## src/rtl/fetch_queue_if.sv

```systemverilog
// Fetch-queue bus bundle: redirect input, instruction-memory request/response port and
// the decode-side valid/ready handshake. The master modport is the fetch queue's own view.
interface fetch_queue_if #(
  parameter int PC_WIDTH    = 32,
  parameter int INSTR_WIDTH = 32,
  parameter int DEPTH       = 4
);
  localparam int CNT_W = $clog2(DEPTH) + 1;

  logic                   redirect_i;
  logic [PC_WIDTH-1:0]    redirect_pc_i;
  logic                   mem_req_o;
  logic [PC_WIDTH-1:0]    mem_addr_o;
  logic                   mem_gnt_i;
  logic                   mem_rvalid_i;
  logic [INSTR_WIDTH-1:0] mem_rdata_i;
  logic                   valid_o;
  logic [INSTR_WIDTH-1:0] instr_o;
  logic [PC_WIDTH-1:0]    pc_o;
  logic [PC_WIDTH-1:0]    pc_plus4_o;
  logic                   ready_i;
  logic [CNT_W-1:0]       count_o;

  modport master (
    input  redirect_i, redirect_pc_i, mem_gnt_i, mem_rvalid_i, mem_rdata_i, ready_i,
    output mem_req_o, mem_addr_o, valid_o, instr_o, pc_o, pc_plus4_o, count_o
  );

  modport slave (
    output redirect_i, redirect_pc_i, mem_gnt_i, mem_rvalid_i, mem_rdata_i, ready_i,
    input  mem_req_o, mem_addr_o, valid_o, instr_o, pc_o, pc_plus4_o, count_o
  );
endinterface

```

## src/rtl/fetch_queue.sv

```systemverilog
// Instruction prefetch queue: sequential fetch with slot reservation, in-order {pc, instr}
// buffer towards decode, and redirect flush that drops responses still in flight.
module fetch_queue #(
  parameter int                     PC_WIDTH        = 32,
  parameter int                     INSTR_WIDTH     = 32,
  parameter int                     DEPTH           = 4,
  parameter int                     MAX_OUTSTANDING = 2,
  parameter logic [PC_WIDTH-1:0]    RESET_PC        = '0
) (
  input  logic          clk_i,
  input  logic          rst_i,
  fetch_queue_if.master bus
);
  localparam int AW = $clog2(DEPTH);
  localparam int CW = AW + 1;
  localparam int OW = $clog2(MAX_OUTSTANDING + 1);
  localparam int TW = (MAX_OUTSTANDING > 1) ? $clog2(MAX_OUTSTANDING) : 1;
  localparam logic [INSTR_WIDTH-1:0] NOP = INSTR_WIDTH'(32'h0000_0013);

  logic [PC_WIDTH-1:0]    fetchPc;
  logic [AW-1:0]          rdPtr, wrPtr;
  logic [CW-1:0]          count;
  logic [OW-1:0]          outstanding, dropCnt;
  logic [TW-1:0]          tagRd, tagWr;

  logic [PC_WIDTH-1:0]    pcMem    [DEPTH];
  logic [INSTR_WIDTH-1:0] instrMem [DEPTH];
  logic [PC_WIDTH-1:0]    tagMem   [MAX_OUTSTANDING];

  logic memReq, grant, rsp, rspPush, pop, headValid;

  function automatic logic [TW-1:0] nextTag(input logic [TW-1:0] p);
    if (p == TW'(MAX_OUTSTANDING - 1)) return '0;
    return p + TW'(1);
  endfunction

  // Reserving a queue slot per outstanding request means a response can always be written.
  always_comb begin
    memReq    = rst_i && !bus.redirect_i
             && (outstanding < OW'(MAX_OUTSTANDING))
             && (({1'b0, count} + (CW+1)'(outstanding)) < (CW+1)'(DEPTH));
    grant     = memReq && bus.mem_gnt_i;
    rsp       = bus.mem_rvalid_i && (outstanding != '0);
    rspPush   = rsp && (dropCnt == '0) && !bus.redirect_i;
    headValid = (count != '0) && !bus.redirect_i;
    pop       = headValid && bus.ready_i;
  end

  always_ff @(posedge clk_i or negedge rst_i) begin
    if (!rst_i) begin
      fetchPc     <= RESET_PC;
      rdPtr       <= '0;
      wrPtr       <= '0;
      count       <= '0;
      outstanding <= '0;
      dropCnt     <= '0;
      tagRd       <= '0;
      tagWr       <= '0;
    end else begin
      outstanding <= outstanding + OW'(grant) - OW'(rsp);
      if (bus.redirect_i) begin
        fetchPc <= {bus.redirect_pc_i[PC_WIDTH-1:2], 2'b00};
        rdPtr   <= '0;
        wrPtr   <= '0;
        count   <= '0;
        tagRd   <= '0;
        tagWr   <= '0;
        // Everything still in flight after this cycle's response belongs to the old path.
        dropCnt <= outstanding - OW'(rsp);
      end else begin
        if (grant) begin
          fetchPc <= fetchPc + PC_WIDTH'(4);
          tagWr   <= nextTag(tagWr);
        end
        if (rspPush) begin
          wrPtr <= wrPtr + AW'(1);
          tagRd <= nextTag(tagRd);
        end
        if (rsp && (dropCnt != '0)) dropCnt <= dropCnt - OW'(1);
        if (pop) rdPtr <= rdPtr + AW'(1);
        if (rspPush && !pop)      count <= count + CW'(1);
        else if (!rspPush && pop) count <= count - CW'(1);
      end
    end
  end

  always_ff @(posedge clk_i) begin
    if (grant) tagMem[tagWr] <= fetchPc;
    if (rspPush) begin
      pcMem[wrPtr]    <= tagMem[tagRd];
      instrMem[wrPtr] <= bus.mem_rdata_i;
    end
  end

  assign bus.mem_req_o  = memReq;
  assign bus.mem_addr_o = fetchPc;
  assign bus.valid_o    = headValid;
  assign bus.instr_o    = headValid ? instrMem[rdPtr] : NOP;
  assign bus.pc_o       = headValid ? pcMem[rdPtr] : '0;
  assign bus.pc_plus4_o = headValid ? pcMem[rdPtr] + PC_WIDTH'(4) : '0;
  assign bus.count_o    = count;
endmodule

```

## src/flat_wrapper.sv

```systemverilog
// flat-port wrapper written by rule: the top's interface ports become plain ports
module fetch_queue_flat 
#(
  parameter int                     PC_WIDTH        = 32,
  parameter int                     INSTR_WIDTH     = 32,
  parameter int                     DEPTH           = 4,
  parameter int                     MAX_OUTSTANDING = 2,
  parameter logic [PC_WIDTH-1:0]    RESET_PC        = '0
)
  (clk_i, rst_i, bus_redirect_i, bus_redirect_pc_i, bus_mem_gnt_i, bus_mem_rvalid_i, bus_mem_rdata_i, bus_ready_i, bus_mem_req_o, bus_mem_addr_o, bus_valid_o, bus_instr_o, bus_pc_o, bus_pc_plus4_o, bus_count_o);
  fetch_queue_if #(.PC_WIDTH(PC_WIDTH), .INSTR_WIDTH(INSTR_WIDTH), .DEPTH(DEPTH)) bus_i ();
  input  logic clk_i;
  input  logic rst_i;
  input wire logic [$bits(bus_i.redirect_i)-1:0] bus_redirect_i;
  input wire logic [$bits(bus_i.redirect_pc_i)-1:0] bus_redirect_pc_i;
  input wire logic [$bits(bus_i.mem_gnt_i)-1:0] bus_mem_gnt_i;
  input wire logic [$bits(bus_i.mem_rvalid_i)-1:0] bus_mem_rvalid_i;
  input wire logic [$bits(bus_i.mem_rdata_i)-1:0] bus_mem_rdata_i;
  input wire logic [$bits(bus_i.ready_i)-1:0] bus_ready_i;
  output wire logic [$bits(bus_i.mem_req_o)-1:0] bus_mem_req_o;
  output wire logic [$bits(bus_i.mem_addr_o)-1:0] bus_mem_addr_o;
  output wire logic [$bits(bus_i.valid_o)-1:0] bus_valid_o;
  output wire logic [$bits(bus_i.instr_o)-1:0] bus_instr_o;
  output wire logic [$bits(bus_i.pc_o)-1:0] bus_pc_o;
  output wire logic [$bits(bus_i.pc_plus4_o)-1:0] bus_pc_plus4_o;
  output wire logic [$bits(bus_i.count_o)-1:0] bus_count_o;
  assign bus_i.redirect_i = bus_redirect_i;
  assign bus_i.redirect_pc_i = bus_redirect_pc_i;
  assign bus_i.mem_gnt_i = bus_mem_gnt_i;
  assign bus_i.mem_rvalid_i = bus_mem_rvalid_i;
  assign bus_i.mem_rdata_i = bus_mem_rdata_i;
  assign bus_i.ready_i = bus_ready_i;
  assign bus_mem_req_o = bus_i.mem_req_o;
  assign bus_mem_addr_o = bus_i.mem_addr_o;
  assign bus_valid_o = bus_i.valid_o;
  assign bus_instr_o = bus_i.instr_o;
  assign bus_pc_o = bus_i.pc_o;
  assign bus_pc_plus4_o = bus_i.pc_plus4_o;
  assign bus_count_o = bus_i.count_o;
  fetch_queue #(.PC_WIDTH(PC_WIDTH), .INSTR_WIDTH(INSTR_WIDTH), .DEPTH(DEPTH), .MAX_OUTSTANDING(MAX_OUTSTANDING), .RESET_PC(RESET_PC)) u_core (.clk_i(clk_i), .rst_i(rst_i), .bus(bus_i));
endmodule
```

## config.mk

```make
export PLATFORM = sky130hd
export DESIGN_NAME = fetch_queue_flat
export DESIGN_NICKNAME = d
export VERILOG_FILES = /design/src/rtl/fetch_queue_if.sv /design/src/rtl/fetch_queue.sv /design/src/flat_wrapper.sv
export SDC_FILE = /design/constraint.sdc
export NUM_CORES = 1
export LEC_CHECK = 0
export BUFFER_PORTS_ARGS = -buffer_cell sky130_fd_sc_hd__buf_2
export CAP_MARGIN = 20
export CORE_MARGIN = 5
export CORE_UTILIZATION = 45
export DETAILED_ROUTE_END_ITERATION = 6
export PLACE_DENSITY = 0.77
export SETUP_SLACK_MARGIN = 0.15
export SYNTH_ARGS = -nofsm -noshare
export SYNTH_HDL_FRONTEND = slang
export SYNTH_SLANG_ARGS = --single-unit
```

## constraint.sdc

```tcl
create_clock -name clk_i -period 4.5 [get_ports clk_i]
set_input_delay 0.45 -clock clk_i [delete_from_list [all_inputs] [get_ports clk_i]]
set_output_delay 0.45 -clock clk_i [all_outputs]
set_load 0.02 [all_outputs]
```

==> metrics.yaml <==
timing:
  report.final.slew_viol_count: 0
  fin_worst_skew_ps: 24.1
  final_period_minus_worst_setup_slack_ps: 3960
  finalSetupViolCount: 0
  timing.final.hold_violations: 0
  layout_worst_path_cycle_share_pct: 88.0
  grt_setup_unrepaired: "no"
  maxSlewHeadroom_pct: 30.1
  tightestPinTransition_ps: 1040
  fin_tns_setup_ps: 0
  max_freq_mhz: 252
power:
  power.share.switching_pct: 30.7
  netSwitchingPower_mw: 2.82
  power-per-cell-area_nw_per_um2: 521
  pwr-share-comb_pct: 26.1
  clkPwrFrac_pct: 30.9
  cellLeakagePower_nw: 6.52
  intPower_mw: 6.38
  seqPwrFrac_pct: 43.0
  vdd.ir_drop.worst_v: 0.000314
  post-layout-total-power_mw: 9.20
synth:
  netlist.area_leader.share_pct: 61.5
  synth.top_cells.by_count: "sky130_fd_sc_hd__edfxtp_1 (308), sky130_fd_sc_hd__and3_1 (69), sky130_fd_sc_hd__nand2_1 (54)"
  synth_edf_count: 308
  post_synth_inst_count: 926
  syn_avg_cell_area_sq_um: 16.2
  yosysSeqAreaShare_pct: 68.7
  synth_warnings: 0
  netlist.top_cell.by_area: "sky130_fd_sc_hd__edfxtp_1"
  synth_top_cells_by_area: "sky130_fd_sc_hd__edfxtp_1 (62%), sky130_fd_sc_hd__mux4_2 (7.2%), sky130_fd_sc_hd__dfrtp_1 (7.2%)"
  yosys_reg_bits: 351
  most_frequently_used_cell_type_in_the_post_synthesis_netlist: "sky130_fd_sc_hd__edfxtp_1"
  yosys_most_used_dff: "sky130_fd_sc_hd__edfxtp_1"
  postSynth.asyncResetShare_pct: 12.3
  syn-cell-area_sq_um: 15000
  synth.lib_cells_used.distinct: 54
clock_network:
  htreeDepth: 2
  number_of_buffers_inserted_for_hold_repair_after_clock_tree_synthesis: 0
  path_clk_slew_ps: 60
  clock_latency_ps: 520
  tritoncts: "done"
  cts_max_path_buffers: 3
  cts_post_setup_buffers_inserted: 0
  cts_repair_resize_count: 0
  ctsRootBufferMaster: "sky130_fd_sc_hd__clkbuf_16"
  cts.sink_count: 351
  cts_inserted_buffers: 37
layout:
  layout-drive-gt1-share_pct: 31.9
  area_used_by_multi_input_combinational_logic_sq_um: 4400
  area.growth.synth_to_final_pct: 17.4
  instances_no_fill: 1601
  utilization_pct: 53.0
  filler_cell_count: 2726
  area.sequential_sq_um: 10300
  design.final.nets: 1207
  layout.cell_area.non_filler_sq_um: 17700
drt:
  antenna_violating_nets_post_route: 0
  vias_per_cell: 5.48
  detailroute.via_count: 8777
  drtIter0Drc: 603
  route.detailed.drc: 0
  firstDrtPassIters: 5
  finalWirelength_um: 33200
  detail_route.wl_per_cell_um: 20.7
global_route:
  grt_pass1_vias: 8981
  antenna_found_initial: 1
  grt_start_max_net_pins: 60
  grt_first_pass_wirelength_um: 51600
  grtUsageTotal_pct: 17.9
  remaining_overflow_grt: 0
hold_path:
  worst_hold_path_type: "input pin to async pin"
worst_setup_path:
  critical_path_endpoint_category: "output pin"
  timing.rr.end: "u_core.bus.count_o[2]$_DFFE_PN0P_"
  path_class: "flop to output pin"
  timing.critical_path.from_type: "flop"
  worstReg2RegStart: "u_core.bus.count_o[2]$_DFFE_PN0P_"
  critical-path-slowest-cell: "sky130_fd_sc_hd__dfrtp_4"
  critical_path_buf_inv_count: 1
  setup.worst_path.start: "u_core.rdPtr[0]$_DFFE_PN0P_"
  crit_arrival_ps: 3510
  cpLargestDelayFamily: "simple AND/OR/NAND/NOR gates"
  crit_path_end: "bus_pc_plus4_o[16]"
  regToRegSetupSlack_ps: 1750
  critical_path.cell_chain: "mux4_1 -> ha_1 -> and2_1 -> nand2_1 -> or4_1 -> a21oi_1 -> buf_2"
  timing.critical_path.fanout_max: 19
  crit_path_max_incr_delay_ps: 630
  critical_path_depth: 7
  rr_worst_depth: 9
  worst_ep_required_time_ps: 4050
floorplan:
  floorplan.core_area_sq_um: 33300
  placementRows: 67
  initial_core_utilization_pct: 45.2
  die_h_um: 193
  die_x_um: 193
  num_ports: 203
  die-area_sq_um: 37200
status:
  outcome: "finished, final reports clean"
placement:
  post-place-cells: 1535
  gp_routability_congestion: 0.866
  count_of_port_buffers_added_during_placement: 194
  detailed_place_hpwl_um: 21400
  postPlaceCellArea_sq_um: 16500
job:
  cap_viol_max_count: 0
-- area by class of cell --
class	count	area share (%)
inverters	15	0.319
repair buffers	211	6.62
clock inverters	20	0.929
clock buffers	44	5.51
flip-flops and latches	351	58.5
well taps	448	3.18
multi-input cells	511	24.9
diodes	1	0.0142
-- stage by stage --
stage / hold slack [ps] / setup slack [ps]
after floorplan: 154 / 1460
after global placement: 529 / 1110
after detailed placement: 537 / 1080
after CTS: 109 / 518
after global routing: 127 / 378
final: 98.7 / 538
-- power by group through the flow --
| stage | clock, mW | combinational (mW) | sequential, mW |
|---|---|---|---|
| floorplan | 0 | 1.68 | 4.00 |
| global placement | 0 | 2.37 | 4.01 |
| detailed placement | 0 | 2.40 | 4.02 |
| CTS | 2.90 | 2.42 | 3.96 |
| global route | 3.06 | 2.62 | 3.98 |
| finish | 2.84 | 2.40 | 3.96 |
-- cells by family after synthesis --
group	Yosys count	synth area share (%)
AO/OA/AOI/OAI	76	3.20
flip-flops	351	68.7
other	1	0.0249
AND/OR/NAND/NOR	285	10.4
multiplexers	106	12.9
adder cells (fa/ha/maj)	10	0.882
XOR/XNOR	28	1.63
buffers and inverters	69	2.26
-- routing by layer --
layer / share of wire (%) / global-route usage (%) / vias to the layer above / wire length (um)
li1: - / - / 4054 / -
met1: 45 / 26.5 / 4408 / 14900
met2: 48 / 28.4 / 262 / 15900
met3: 5.1 / 2.68 / 53 / 1690
met4: 1.9 / 4.31 / 0 / 634
met5: 0 / 0 / - / 0
-- flip-flops by register name (all words and copies together) (netlist names), 3 cells and up --
name	flops
u_core.instrMem	128
u_core.pcMem	120
u_core.tagMem	60
u_core.bus.mem_addr_o	30
u_core.bus.count_o	3
-- worst reg2reg max path, delay by kind of cell (launching register included) --
family | cells | cell delay [ps]
simple gates | 6 | 1060
fa+ha+maj | 1 | 420
buf+inv | 1 | 450
flops | 1 | 530
compound gates | 1 | 140
-- cells in the final DEF, fill, tap and decap left out, types with 4 or more instances in the layout --
| master | count |
|---|---|
| sky130_fd_sc_hd__inv_1 | 14 |
| sky130_fd_sc_hd__and3_1 | 69 |
| sky130_fd_sc_hd__nand2_1 | 54 |
| sky130_fd_sc_hd__nand4_1 | 9 |
| sky130_fd_sc_hd__mux2_2 | 41 |
| sky130_fd_sc_hd__clkbuf_1 | 6 |
| sky130_fd_sc_hd__nand3_1 | 36 |
| sky130_fd_sc_hd__and2_1 | 6 |
| sky130_fd_sc_hd__buf_4 | 12 |
| sky130_fd_sc_hd__edfxtp_1 | 308 |
| sky130_fd_sc_hd__o21ai_0 | 28 |
| sky130_fd_sc_hd__buf_2 | 194 |
| sky130_fd_sc_hd__a21oi_1 | 15 |
| sky130_fd_sc_hd__xnor2_1 | 12 |
| sky130_fd_sc_hd__a221o_1 | 5 |
| sky130_fd_sc_hd__nor3_1 | 15 |
| sky130_fd_sc_hd__nor2_1 | 45 |
| sky130_fd_sc_hd__and2_2 | 4 |
| sky130_fd_sc_hd__mux4_1 | 14 |
| sky130_fd_sc_hd__a31oi_1 | 4 |
| sky130_fd_sc_hd__nor4_1 | 8 |
| sky130_fd_sc_hd__dfrtp_1 | 41 |
| sky130_fd_sc_hd__xor2_1 | 16 |
| sky130_fd_sc_hd__conb_1 | 6 |
| sky130_fd_sc_hd__ha_1 | 9 |
| sky130_fd_sc_hd__or4_1 | 6 |
| sky130_fd_sc_hd__nor2b_1 | 4 |
| sky130_fd_sc_hd__clkbuf_16 | 38 |
| sky130_fd_sc_hd__clkinv_1 | 10 |
| sky130_fd_sc_hd__or3_1 | 7 |
| sky130_fd_sc_hd__o211ai_1 | 7 |
| sky130_fd_sc_hd__o31ai_1 | 4 |
| sky130_fd_sc_hd__buf_12 | 4 |
| sky130_fd_sc_hd__mux4_2 | 48 |
-- worst min-delay path by stage --
| stage | startpoint | end | cells past startpoint |
|---|---|---|---|
| CTS | rst_i | u_core.bus.mem_addr_o[3]$_DFFE_PN0P_ | 2 |
| global route | rst_i | u_core.bus.mem_addr_o[11]$_DFFE_PN0P_ | 2 |
| floorplan | rst_i | u_core.bus.count_o[0]$_DFFE_PN0P_ | 0 |
| detailed placement | u_core.tagRd$_DFFE_PN0P_ | u_core.tagRd$_DFFE_PN0P_ | 2 |
| global placement | u_core.tagRd$_DFFE_PN0P_ | u_core.tagRd$_DFFE_PN0P_ | 2 |
| finish | rst_i | u_core.bus.mem_addr_o[4]$_DFFE_PN0P_ | 2 |
Note: power is estimated with default switching activity, not from simulation.
